## src/rtl/idma_obi_read_arb_pkg.sv

```systemverilog
// Shared types for the iDMA OBI read arbiter: requester index, lock state and fill count.
package idma_obi_read_arb_pkg;

    localparam int unsigned IDX_W_MAX = 8;
    localparam int unsigned CNT_W_MAX = 9;

    typedef logic [IDX_W_MAX-1:0] req_idx_t;
    typedef logic [CNT_W_MAX-1:0] cnt_t;

    typedef struct packed {
        logic     locked;
        req_idx_t lock_idx;
    } lock_state_t;

    // Index width for n requesters; a single requester still needs one bit.
    function automatic int unsigned req_idx_bits(input int unsigned n);
        return (n > 32'd1) ? $clog2(n) : 32'd1;
    endfunction

endpackage

```

## src/rtl/idma_obi_read_arb_idfifo.sv

```systemverilog
// In-order FIFO of granted requester indices; the head names the owner of the next R beat.
module idma_obi_read_arb_idfifo
    import idma_obi_read_arb_pkg::*;
#(
    parameter int unsigned Depth = 4
) (
    input  logic     clk_i,
    input  logic     rst_ni,
    input  logic     push_i,
    input  req_idx_t data_i,
    input  logic     pop_i,
    output req_idx_t data_o,
    output logic     full_o,
    output logic     empty_o,
    output cnt_t     count_o
);

    localparam int unsigned     PtrW    = req_idx_bits(Depth);
    localparam logic [PtrW-1:0] LastPtr = PtrW'(Depth - 1);

    req_idx_t        mem_r [Depth];
    logic [PtrW-1:0] wr_ptr_r;
    logic [PtrW-1:0] rd_ptr_r;
    cnt_t            count_r;
    logic            push_ok_s;
    logic            pop_ok_s;

    function automatic logic [PtrW-1:0] ptr_inc(input logic [PtrW-1:0] p);
        return (p == LastPtr) ? {PtrW{1'b0}} : p + PtrW'(1);
    endfunction

    assign full_o    = (count_r == cnt_t'(Depth));
    assign empty_o   = (count_r == {CNT_W_MAX{1'b0}});
    assign push_ok_s = push_i & ~full_o;
    assign pop_ok_s  = pop_i & ~empty_o;
    assign data_o    = mem_r[rd_ptr_r];
    assign count_o   = count_r;

    // Entry storage, written at the tail on push.
    always_ff @(posedge clk_i or negedge rst_ni) begin
        if (!rst_ni) begin
            for (int unsigned i = 0; i < Depth; i++) begin
                mem_r[i] <= {IDX_W_MAX{1'b0}};
            end
        end else if (push_ok_s) begin
            mem_r[wr_ptr_r] <= data_i;
        end
    end

    // Pointers and fill count; push and pop together leave the count unchanged.
    always_ff @(posedge clk_i or negedge rst_ni) begin
        if (!rst_ni) begin
            wr_ptr_r <= {PtrW{1'b0}};
            rd_ptr_r <= {PtrW{1'b0}};
            count_r  <= {CNT_W_MAX{1'b0}};
        end else begin
            if (push_ok_s) begin
                wr_ptr_r <= ptr_inc(wr_ptr_r);
            end
            if (pop_ok_s) begin
                rd_ptr_r <= ptr_inc(rd_ptr_r);
            end
            if (push_ok_s && !pop_ok_s) begin
                count_r <= count_r + cnt_t'(1);
            end else if (!push_ok_s && pop_ok_s) begin
                count_r <= count_r - cnt_t'(1);
            end
        end
    end

endmodule

```

## src/rtl/idma_obi_read_arbiter.sv

```systemverilog
// Shares one OBI read manager port among NumReq requesters; responses are routed via an ID FIFO.
// Define IDMA_OBI_READ_ARB_FIXED_PRIO_EN for fixed lowest-index priority instead of round-robin.
module idma_obi_read_arbiter
    import idma_obi_read_arb_pkg::*;
#(
    parameter  int unsigned NumReq         = 4,
    parameter  int unsigned MaxOutstanding = 4,
    parameter  int unsigned AddrWidth      = 32,
    parameter  int unsigned DataWidth      = 32,
    localparam int unsigned StrbWidth      = DataWidth / 8,
    localparam int unsigned CntWidth       = $clog2(MaxOutstanding + 1)
) (
    input  logic                              clk_i,
    input  logic                              rst_ni,
    input  logic [NumReq-1:0]                 req_i,
    input  logic [NumReq-1:0][AddrWidth-1:0]  addr_i,
    input  logic [NumReq-1:0][StrbWidth-1:0]  be_i,
    output logic [NumReq-1:0]                 gnt_o,
    output logic [NumReq-1:0]                 rvalid_o,
    input  logic [NumReq-1:0]                 rready_i,
    output logic [DataWidth-1:0]              rdata_o,
    output logic                              err_o,
    output logic                              obi_req_o,
    output logic [AddrWidth-1:0]              obi_addr_o,
    output logic [StrbWidth-1:0]              obi_be_o,
    input  logic                              obi_gnt_i,
    input  logic                              obi_rvalid_i,
    input  logic [DataWidth-1:0]              obi_rdata_i,
    input  logic                              obi_err_i,
    output logic                              obi_rready_o,
    output logic [CntWidth-1:0]               outstanding_o,
    output logic                              spurious_o
);

    localparam int unsigned IdxW = req_idx_bits(NumReq);
    typedef logic [IdxW-1:0] idx_t;

    lock_state_t lock_r;
    idx_t        pick_s;
    idx_t        win_s;
    idx_t        head_idx_s;
    req_idx_t    head_s;
    cnt_t        count_s;
    logic        fifo_full_s;
    logic        fifo_empty_s;
    logic        a_hs_s;
    logic        pop_s;
    logic        unused_s;

`ifdef IDMA_OBI_READ_ARB_FIXED_PRIO_EN
    // Fixed priority: scanning downwards leaves the lowest asserted index.
    always_comb begin
        pick_s = {IdxW{1'b0}};
        for (int i = NumReq - 1; i >= 0; i--) begin
            if (req_i[i]) begin
                pick_s = IdxW'(i);
            end else begin
                pick_s = pick_s;
            end
        end
    end
`else
    localparam idx_t LastIdx = IdxW'(NumReq - 1);
    idx_t rr_ptr_r;

    // Round-robin: first asserted request at or after rr_ptr, wrapping around.
    always_comb begin
        logic        found;
        int unsigned cand;
        pick_s = rr_ptr_r;
        found  = 1'b0;
        cand   = 32'd0;
        for (int unsigned i = 0; i < NumReq; i++) begin
            cand = 32'(rr_ptr_r) + i;
            if (cand >= NumReq) begin
                cand = cand - NumReq;
            end else begin
                cand = cand;
            end
            if (!found && req_i[cand[IdxW-1:0]]) begin
                pick_s = cand[IdxW-1:0];
                found  = 1'b1;
            end else begin
                found = found;
            end
        end
    end

    // Pointer moves past the winner on every accepted request.
    always_ff @(posedge clk_i or negedge rst_ni) begin
        if (!rst_ni) begin
            rr_ptr_r <= {IdxW{1'b0}};
        end else if (a_hs_s) begin
            rr_ptr_r <= (win_s == LastIdx) ? {IdxW{1'b0}} : win_s + IdxW'(1);
        end
    end
`endif

    // A stalled request keeps its requester selected until granted.
    always_comb begin
        if (lock_r.locked) begin
            win_s = lock_r.lock_idx[IdxW-1:0];
        end else begin
            win_s = pick_s;
        end
    end

    assign obi_req_o  = rst_ni & (|req_i) & ~fifo_full_s;
    assign obi_addr_o = addr_i[win_s];
    assign obi_be_o   = be_i[win_s];
    assign a_hs_s     = obi_req_o & obi_gnt_i;

    // Grant fan-out to the current winner.
    always_comb begin
        gnt_o = {NumReq{1'b0}};
        if (a_hs_s) begin
            gnt_o[win_s] = 1'b1;
        end else begin
            gnt_o = {NumReq{1'b0}};
        end
    end

    // Lock on a stalled request, release on grant; a full FIFO leaves the lock untouched.
    always_ff @(posedge clk_i or negedge rst_ni) begin
        if (!rst_ni) begin
            lock_r.locked   <= 1'b0;
            lock_r.lock_idx <= {IDX_W_MAX{1'b0}};
        end else if (a_hs_s) begin
            lock_r.locked <= 1'b0;
        end else if (obi_req_o) begin
            lock_r.locked   <= 1'b1;
            lock_r.lock_idx <= req_idx_t'(win_s);
        end
    end

    idma_obi_read_arb_idfifo #(
        .Depth (MaxOutstanding)
    ) i_idfifo (
        .clk_i   (clk_i),
        .rst_ni  (rst_ni),
        .push_i  (a_hs_s),
        .data_i  (req_idx_t'(win_s)),
        .pop_i   (pop_s),
        .data_o  (head_s),
        .full_o  (fifo_full_s),
        .empty_o (fifo_empty_s),
        .count_o (count_s)
    );

    assign head_idx_s = head_s[IdxW-1:0];

    // R routing: the FIFO head owns the beat; with nothing in flight the beat is sunk and flagged.
    always_comb begin
        rvalid_o     = {NumReq{1'b0}};
        obi_rready_o = 1'b0;
        spurious_o   = 1'b0;
        pop_s        = 1'b0;
        if (!rst_ni) begin
            obi_rready_o = 1'b0;
        end else if (!fifo_empty_s) begin
            rvalid_o[head_idx_s] = obi_rvalid_i;
            obi_rready_o         = rready_i[head_idx_s];
            pop_s                = obi_rvalid_i & rready_i[head_idx_s];
        end else begin
            obi_rready_o = obi_rvalid_i;
            spurious_o   = obi_rvalid_i;
        end
    end

    assign rdata_o       = obi_rdata_i;
    assign err_o         = obi_err_i;
    assign outstanding_o = count_s[CntWidth-1:0];

    // Package-width fields are wider than this configuration needs.
    assign unused_s = ^{head_s, lock_r.lock_idx, count_s};

endmodule

```

## config.mk

```make
export PLATFORM = sky130hd
export DESIGN_NAME = idma_obi_read_arbiter
export DESIGN_NICKNAME = d
export VERILOG_FILES = /design/src/rtl/idma_obi_read_arb_pkg.sv /design/src/rtl/idma_obi_read_arb_idfifo.sv /design/src/rtl/idma_obi_read_arbiter.sv
export SDC_FILE = /design/constraint.sdc
export NUM_CORES = 1
export LEC_CHECK = 0
export CAP_MARGIN = 20
export CORE_MARGIN = 10
export CORE_UTILIZATION = 35
export CTS_BUF_LIST = sky130_fd_sc_hd__clkbuf_8 sky130_fd_sc_hd__clkbuf_16
export CTS_CLUSTER_SIZE = 24
export DETAILED_ROUTE_END_ITERATION = 7
export GPL_TIMING_DRIVEN = 0
export PLACE_DENSITY = 0.95
export SYNTH_ARGS = -nofsm -noshare
export SYNTH_HDL_FRONTEND = slang
export SYNTH_SLANG_ARGS = --single-unit
```

## constraint.sdc

```tcl
create_clock -name clk_i -period 10.3 [get_ports clk_i]
set_input_delay 1.545 -clock clk_i [delete_from_list [all_inputs] [get_ports clk_i]]
set_output_delay 1.545 -clock clk_i [all_outputs]
set_load 0.01 [all_outputs]
```

==> results of run 1 <==
## report_power, final
group	leakage, nW	switching, mW	total, mW	internal, mW
logic	1.98	0.554	1.06	0.507
registers	0.320	0.0461	0.196	0.150
clock network	0.0357	0.0326	0.0847	0.0520
## tightest hold or removal path: cells and delay by family (launching register included)
family / cells / cell delay, ps
AND/OR/NAND/NOR: 1 / 40
AO/OA/AOI/OAI: 1 / 60
flip-flops: 1 / 350
## cell usage in the layout, fill, tap and decap left out, types with 4 or more instances in the layout
master,instances
xor2_1,4
nand2_1,27
and2_1,5
clkdlybuf4s50_1,238
clkbuf_1,23
a32oi_1,36
dfrtp_1,26
o21ai_1,6
ha_1,17
nand3_1,38
nor3_1,6
a31oi_1,37
nor2_1,10
inv_1,15
clkbuf_2,7
o21ai_0,84
nor2b_1,4
buf_4,43
## sequential cells by signal, summed over array words and instances, names as in the netlist
signal and cells:
i_idfifo.rd_ptr_r 2, lock_r 3, i_idfifo.count_o 9, i_idfifo.mem_r 8, rr_ptr_r 2, i_idfifo.wr_ptr_r 2
## Yosys cell counts (3+ instances only)
cell       n
o21ai_0   84
buf_4     43
nand3_1   38
a31oi_1   37
a32oi_1   36
nand2_1   27
dfrtp_1   26
clkbuf_1  23
ha_1      17
inv_1     15
nor2_1    10
clkbuf_2   7
nor3_1     6
o21ai_1    6
and2_1     5
nor2b_1    4
xor2_1     4
a21oi_1    3
buf_2      3
mux2_2     3
mux2i_1    3
nor3b_1    3
o211ai_1   3
## how the worst min path moves through the flow
stage / endpoint / slack [ps] / cells after the start
2_1_floorplan: i_idfifo.mem_r[8] / 440 / 2
3_3_place_gp: i_idfifo.mem_r[16] / 460 / 2
3_5_place_dp: i_idfifo.mem_r[16] / 470 / 2
4_1_cts: i_idfifo.mem_r[16] / 490 / 2
5_1_grt: i_idfifo.mem_r[16] / 520 / 2
6_report: i_idfifo.mem_r[16] / 480 / 2
## routing by layer
| metal | part of all wire, % | wire (microns) | vias to the layer above | GRT usage (%) |
|---|---|---|---|---|
| met5 | 0 | 0 | - | 0 |
| met4 | 3.9 | 714 | 0 | 8.50 |
| met3 | 9.2 | 1700 | 54 | 6.81 |
| met2 | 49 | 9120 | 314 | 43.2 |
| met1 | 38 | 6990 | 2181 | 27.2 |
| li1 | - | - | 2170 | - |
## cell families (layout without fill, tap and decap cells)
kind of cell               Yosys count  in the layout  share of synthesized area, %
muxes                               11             11                          4.32
DFF                                 26             26                          19.4
adders and majority gates           18             18                          6.94
xor gates and xnor gates             6              6                          1.57
and+or+nand+nor                    105            105                          15.6
AOI/OAI and AO/OA                  190            190                          36.6
buffers and inverters               93            336                          15.6
## cell type report
cell class / instances / share of cell area (%)
timing repair buffer: 239 / 40.2
clock buffer: 3 / 0.688
tap: 129 / 2.69
clock inverter: 1 / 0.501
inverter: 16 / 1.00
buffer: 77 / 7.72
multi-input combinational: 330 / 36.4
sequential: 26 / 10.8
==> flow_summary.toml, run 1 <==
[outcome]
outcome = "finished clean"

[power]
pwr_density_cell_nw_per_um2 = 224
finalPower_mw = 1.34
leakage_nw = 2.34
ir_drop_mv = 0.102

[synthesis]
ys_ff_latch = 26
ys_warn_count = 0
syn_area_per_cell_sq_um = 7.47
postSynthCellCount = 449
synthArstFlopShare_pct = 100
synth_top_area_share_pct = 19.4
synth_area_leaders = "dfrtp_1 (19%), o21ai_0 (13%), buf_4 (9.6%), a32oi_1 (9.4%), a31oi_1 (6.9%)"
syn_area_sq_um = 3360
synth_edf_count = 0
synth_nets = 656
synthFlopType = "dfrtp_1"
ys_types = 57
yosysSeqAreaShare_pct = 19.4
synth_top_cell_by_area = "dfrtp_1"

[clock_network]
htreeDepth = 1
cts_repair_resize_count = 0
ctsHoldBuffers = 0
cts-root-buf = "clkbuf_8"
worstSkewPairLatency_ps = 270
cts_buffer_depth = 2
tritoncts = "built"
clk_pin_slew_worst_paths_ps = 90
post-cts-setup-buffers = 0
cts_sinks = 26
cts_made_buffers = 3

[sta]
max_freq_mhz = 171
post-route-period-util_pct = 56.7
fin_worst_skew_ps = 1.64
hold-worst-slack_ps = 483
tightest_slew_ps = 688
rsz0062_at_grt = "false"
final-setup-viol-count = 0
final_hold_viol_count = 0
drv_slew = 0
period_needed_ps = 5840
setup_tns_ps = 0
fin_ws_ps = 4460
maxSlewHeadroom_pct = 53.6

[finish]
drive_above_1_share_pct = 10.4
syn_to_final_growth_pct = 78.7
multi_input_area_sq_um = 2180
final_core_util_pct = 64.6
fin_nets = 900
final_area_sq_um = 6000
num_antenna_cells = 0
fillerInstances = 745
seqCellArea_sq_um = 651
final-instance-count-excl-fill = 821

[floorplanning]
fp-row-count = 35
die_area_sq_um = 13900
die_x_microns = 118
coreArea_sq_um = 9280
ios = 272
start_util_pct = 36.1
dieHeight_microns = 118

[min_path]
hp-class = "reg -> reg"
hold_start = "i_idfifo.mem_r[16]"

[critical_path]
rr_startpoint = "i_idfifo.count_o[5]"
cp.required_ps = 8760
crit_end = "gnt_o[3]"
crit_path_max_fanout = 11
cpPeakStageDelay_ps = 870
cp_slowest_cell = "clkdlybuf4s50_1"
crit_buf_inv = 3
crit_top_cell = "clkdlybuf4s50_1"
r2r-end = "i_idfifo.count_o[8]"
path_depth = 6
cp-startpoint = "rst_ni"
cp_top_family = "buffers and inverters"
path_cells = "clkdlybuf4s50_1 -> o41ai_1 -> a311oi_2 -> buf_2 -> and2_1 -> clkdlybuf4s50_1"
critical_path_class = "in -> out"
rr_worst_depth = 12
reg2reg_setup_slack_ps = 6380
critPathLaunchType = "primary input"
worstPathArrival_ps = 4300
crit_path_end_kind = "output port"

[routing]
drt_first_pass_iters = 6
wl_per_cell_microns = 22.6
via_count = 4719
drt.antenna.violating_nets = 0
wl_microns = 18500
viasPerCell = 5.75
drc = 0
drt_iter0_drc = 450

[grt]
grt_antenna_before_repair = 0
grt_pass1_wl_microns = 27800
grt_max_degree = 21
grt_pass1_vias = 4747
globalRoute.totalOverflow = 0
track_usage_pct = 24.4

[placed_design]
hpwl_microns = 15500
pre_cts_slack_ps = 4470
port_buffers = 238
gp_congestion = 0.944
dpl.cell_count = 817
postPlaceCellArea_sq_um = 5930

[flow_run]
maxCapViolations = 0
No activity file was read; power rests on OpenSTA's default activity.
==> run 2: changes to the inputs <==
CORE_UTILIZATION = 31   (was 35)
PLACE_DENSITY = 0.92   (was 0.95)
clock period = 5.32 ns   (was 10.3 ns; I/O delays follow)
==> run 2 against run 1 <==
Compared with the run above:
- sequential share of layout area barely moved
- power rose by 93%
- design area rose by 0.15%
- clock-buffer cell count did not move
- cell count rose by 0.85%
- die area rose by 11%
- sequential power rose by 94%
- critical path depth rose by 6
- highest routed layer unchanged
==> flow_summary.toml, run 2 (synthesis results as in run 1) <==
[critical_path]
crit_path_max_fanout = 13
cp_top_family = "compound AO/OA/AOI/OAI gates"
crit_path_end_kind = "register"
cp_slowest_cell = "clkdlybuf4s50_1"
crit_top_cell = "ha_1"
crit_buf_inv = 3
cp-startpoint = "rst_ni"
rr_startpoint = "i_idfifo.count_o[1]"
cp.required_ps = 5540
critical_path_class = "in -> reg"
cpPeakStageDelay_ps = 920
critPathLaunchType = "primary input"
worstPathArrival_ps = 5120
path_cells = "clkdlybuf4s50_1 -> o41ai_1 -> a311oi_2 -> buf_2 -> ha_1 -> inv_1 -> ha_1 -> nor2b_1 -> o31a_1 -> o211ai_1 -> a2111oi_0 -> a311o_1"

[routing]
wl_microns = 18100
viasPerCell = 5.65
via_count = 4675
drt_first_pass_iters = 5
drt.antenna.violating_nets = 0
wl_per_cell_microns = 21.9
drc = 0
drt_iter0_drc = 430

[floorplanning]
die_x_microns = 124
die_area_sq_um = 15400
fp-row-count = 37
ios = 272
dieHeight_microns = 124
start_util_pct = 32.2
coreArea_sq_um = 10400

[finish]
final-instance-count-excl-fill = 828
num_antenna_cells = 0
final_common_cell = "clkdlybuf4s50_1"
drive_above_1_share_pct = 10.4
largest_register_ffs = 9
syn_to_final_growth_pct = 79.0
fillerInstances = 947
final_cell_mix = "clkdlybuf4s50_1 (238), o21ai_0 (84), buf_4 (43)"
fin_nets = 900
final_core_util_pct = 57.7

[outcome]
outcome = "finished clean"

[min_path]
hp-class = "reg -> reg"
hold_start = "i_idfifo.mem_r[17]"

[power]
ir_drop_mv = 0.195
leakage_nw = 2.34
pwr_density_cell_nw_per_um2 = 432

[clock_network]
post-cts-setup-buffers = 0
worstSkewPairLatency_ps = 280
cts-root-buf = "clkbuf_8"
htreeDepth = 1
clk_pin_slew_worst_paths_ps = 100
cts_made_buffers = 3
cts_buffer_depth = 2
cts_sinks = 26
ctsHoldBuffers = 0
tritoncts = "built"
cts_repair_resize_count = 0

[grt]
grt_pass1_wl_microns = 25800
track_usage_pct = 21.0
grt_pass1_vias = 4580
grt_antenna_before_repair = 0
grt_max_degree = 19
globalRoute.totalOverflow = 0

[placed_design]
gp_congestion = 0.950
hpwl_microns = 14900
port_buffers = 238
dpl.cell_count = 824

[sta]
tightest_slew_ps = 694
final-setup-viol-count = 0
post-route-period-util_pct = 92.2
period_needed_ps = 4900
rsz0062_at_grt = "false"
drv_slew = 0
final_hold_viol_count = 0
max_freq_mhz = 204
maxSlewHeadroom_pct = 53.6
fin_worst_skew_ps = 6.07

[flow_run]
maxCapViolations = 0
run 2: cell counts in the layout (fill, tap and decap cells not counted):
No cell type changed its count.
run 2: area by class of cell:
type	count	area [sq um]	share of cell area, %
Sequential cell	26	651	10.8
Buffer	77	463	7.71
Clock inverter	1	30.0	0.500
Timing Repair Buffer	239	2410	40.1
Inverter	16	60.1	1.00
Tap cell	136	170	2.83
Clock buffer	3	41.3	0.687
Multi-Input combinational cell	330	2180	36.3
run 2: final timing paths:
path / slack, ps / end / cells after the start
worst min register to register: 490 / i_idfifo.mem_r[17] / 2
worst max-delay path: 420 / i_idfifo.count_o[8] / 12
worst min-delay path: 490 / i_idfifo.mem_r[17] / 2
max in group asynchronous: 3870 / i_idfifo.rd_ptr_r[1] / 2
worst max register to register: 1180 / i_idfifo.count_o[8] / 12
min in group asynchronous: 930 / i_idfifo.count_o[6] / 1
run 2: where the power goes:
group	switching, mW	internal [mW]	total [mW]
Combinational	1.06	0.980	2.04
Clock	0.0689	0.101	0.170
Sequential	0.0889	0.291	0.380
Total	1.22	1.37	2.59
run 2: worst register-to-register path, cell delays in order (launching register included):
cell	delay, ps
dfrtp_1	440
nor4_1	620
nand3b_1	260
nand3_1	240
nand2b_2	190
ha_1	280
inv_1	220
ha_1	400
nor2b_1	260
o31a_1	250
o211ai_1	170
a2111oi_0	540
a311o_1	200
run 2: stage by stage:
stage | total power [mW] | TNS (ps) | setup WS [ps] | hold WS, ps | instance area, sq um
2_1_floorplan | 1.50 | 0 | 1850 | 445 | 3360
3_3_place_gp | 2.36 | -268 | -167 | 459 | 5910
3_5_place_dp | 2.40 | 0 | 269 | 469 | 5940
4_1_cts | 2.58 | 0 | 448 | 492 | 6010
5_1_grt | 2.79 | 0 | 20.1 | 530 | 6010
6_report | 2.59 | 0 | 417 | 486 | 6010
run 2: layer usage:
metal | track usage, % | part of all wire [%]
met5 | 0 | 0
met4 | 6.12 | 2.2
met3 | 5.61 | 11
met2 | 34.7 | 48
met1 | 26.2 | 39
==> run 3: changes to the inputs <==
CTS_CLUSTER_DIAMETER = 100   (was not set)
==> results of run 3 <==
The final DEF is identical to that of run 2; final timing and power are the same.
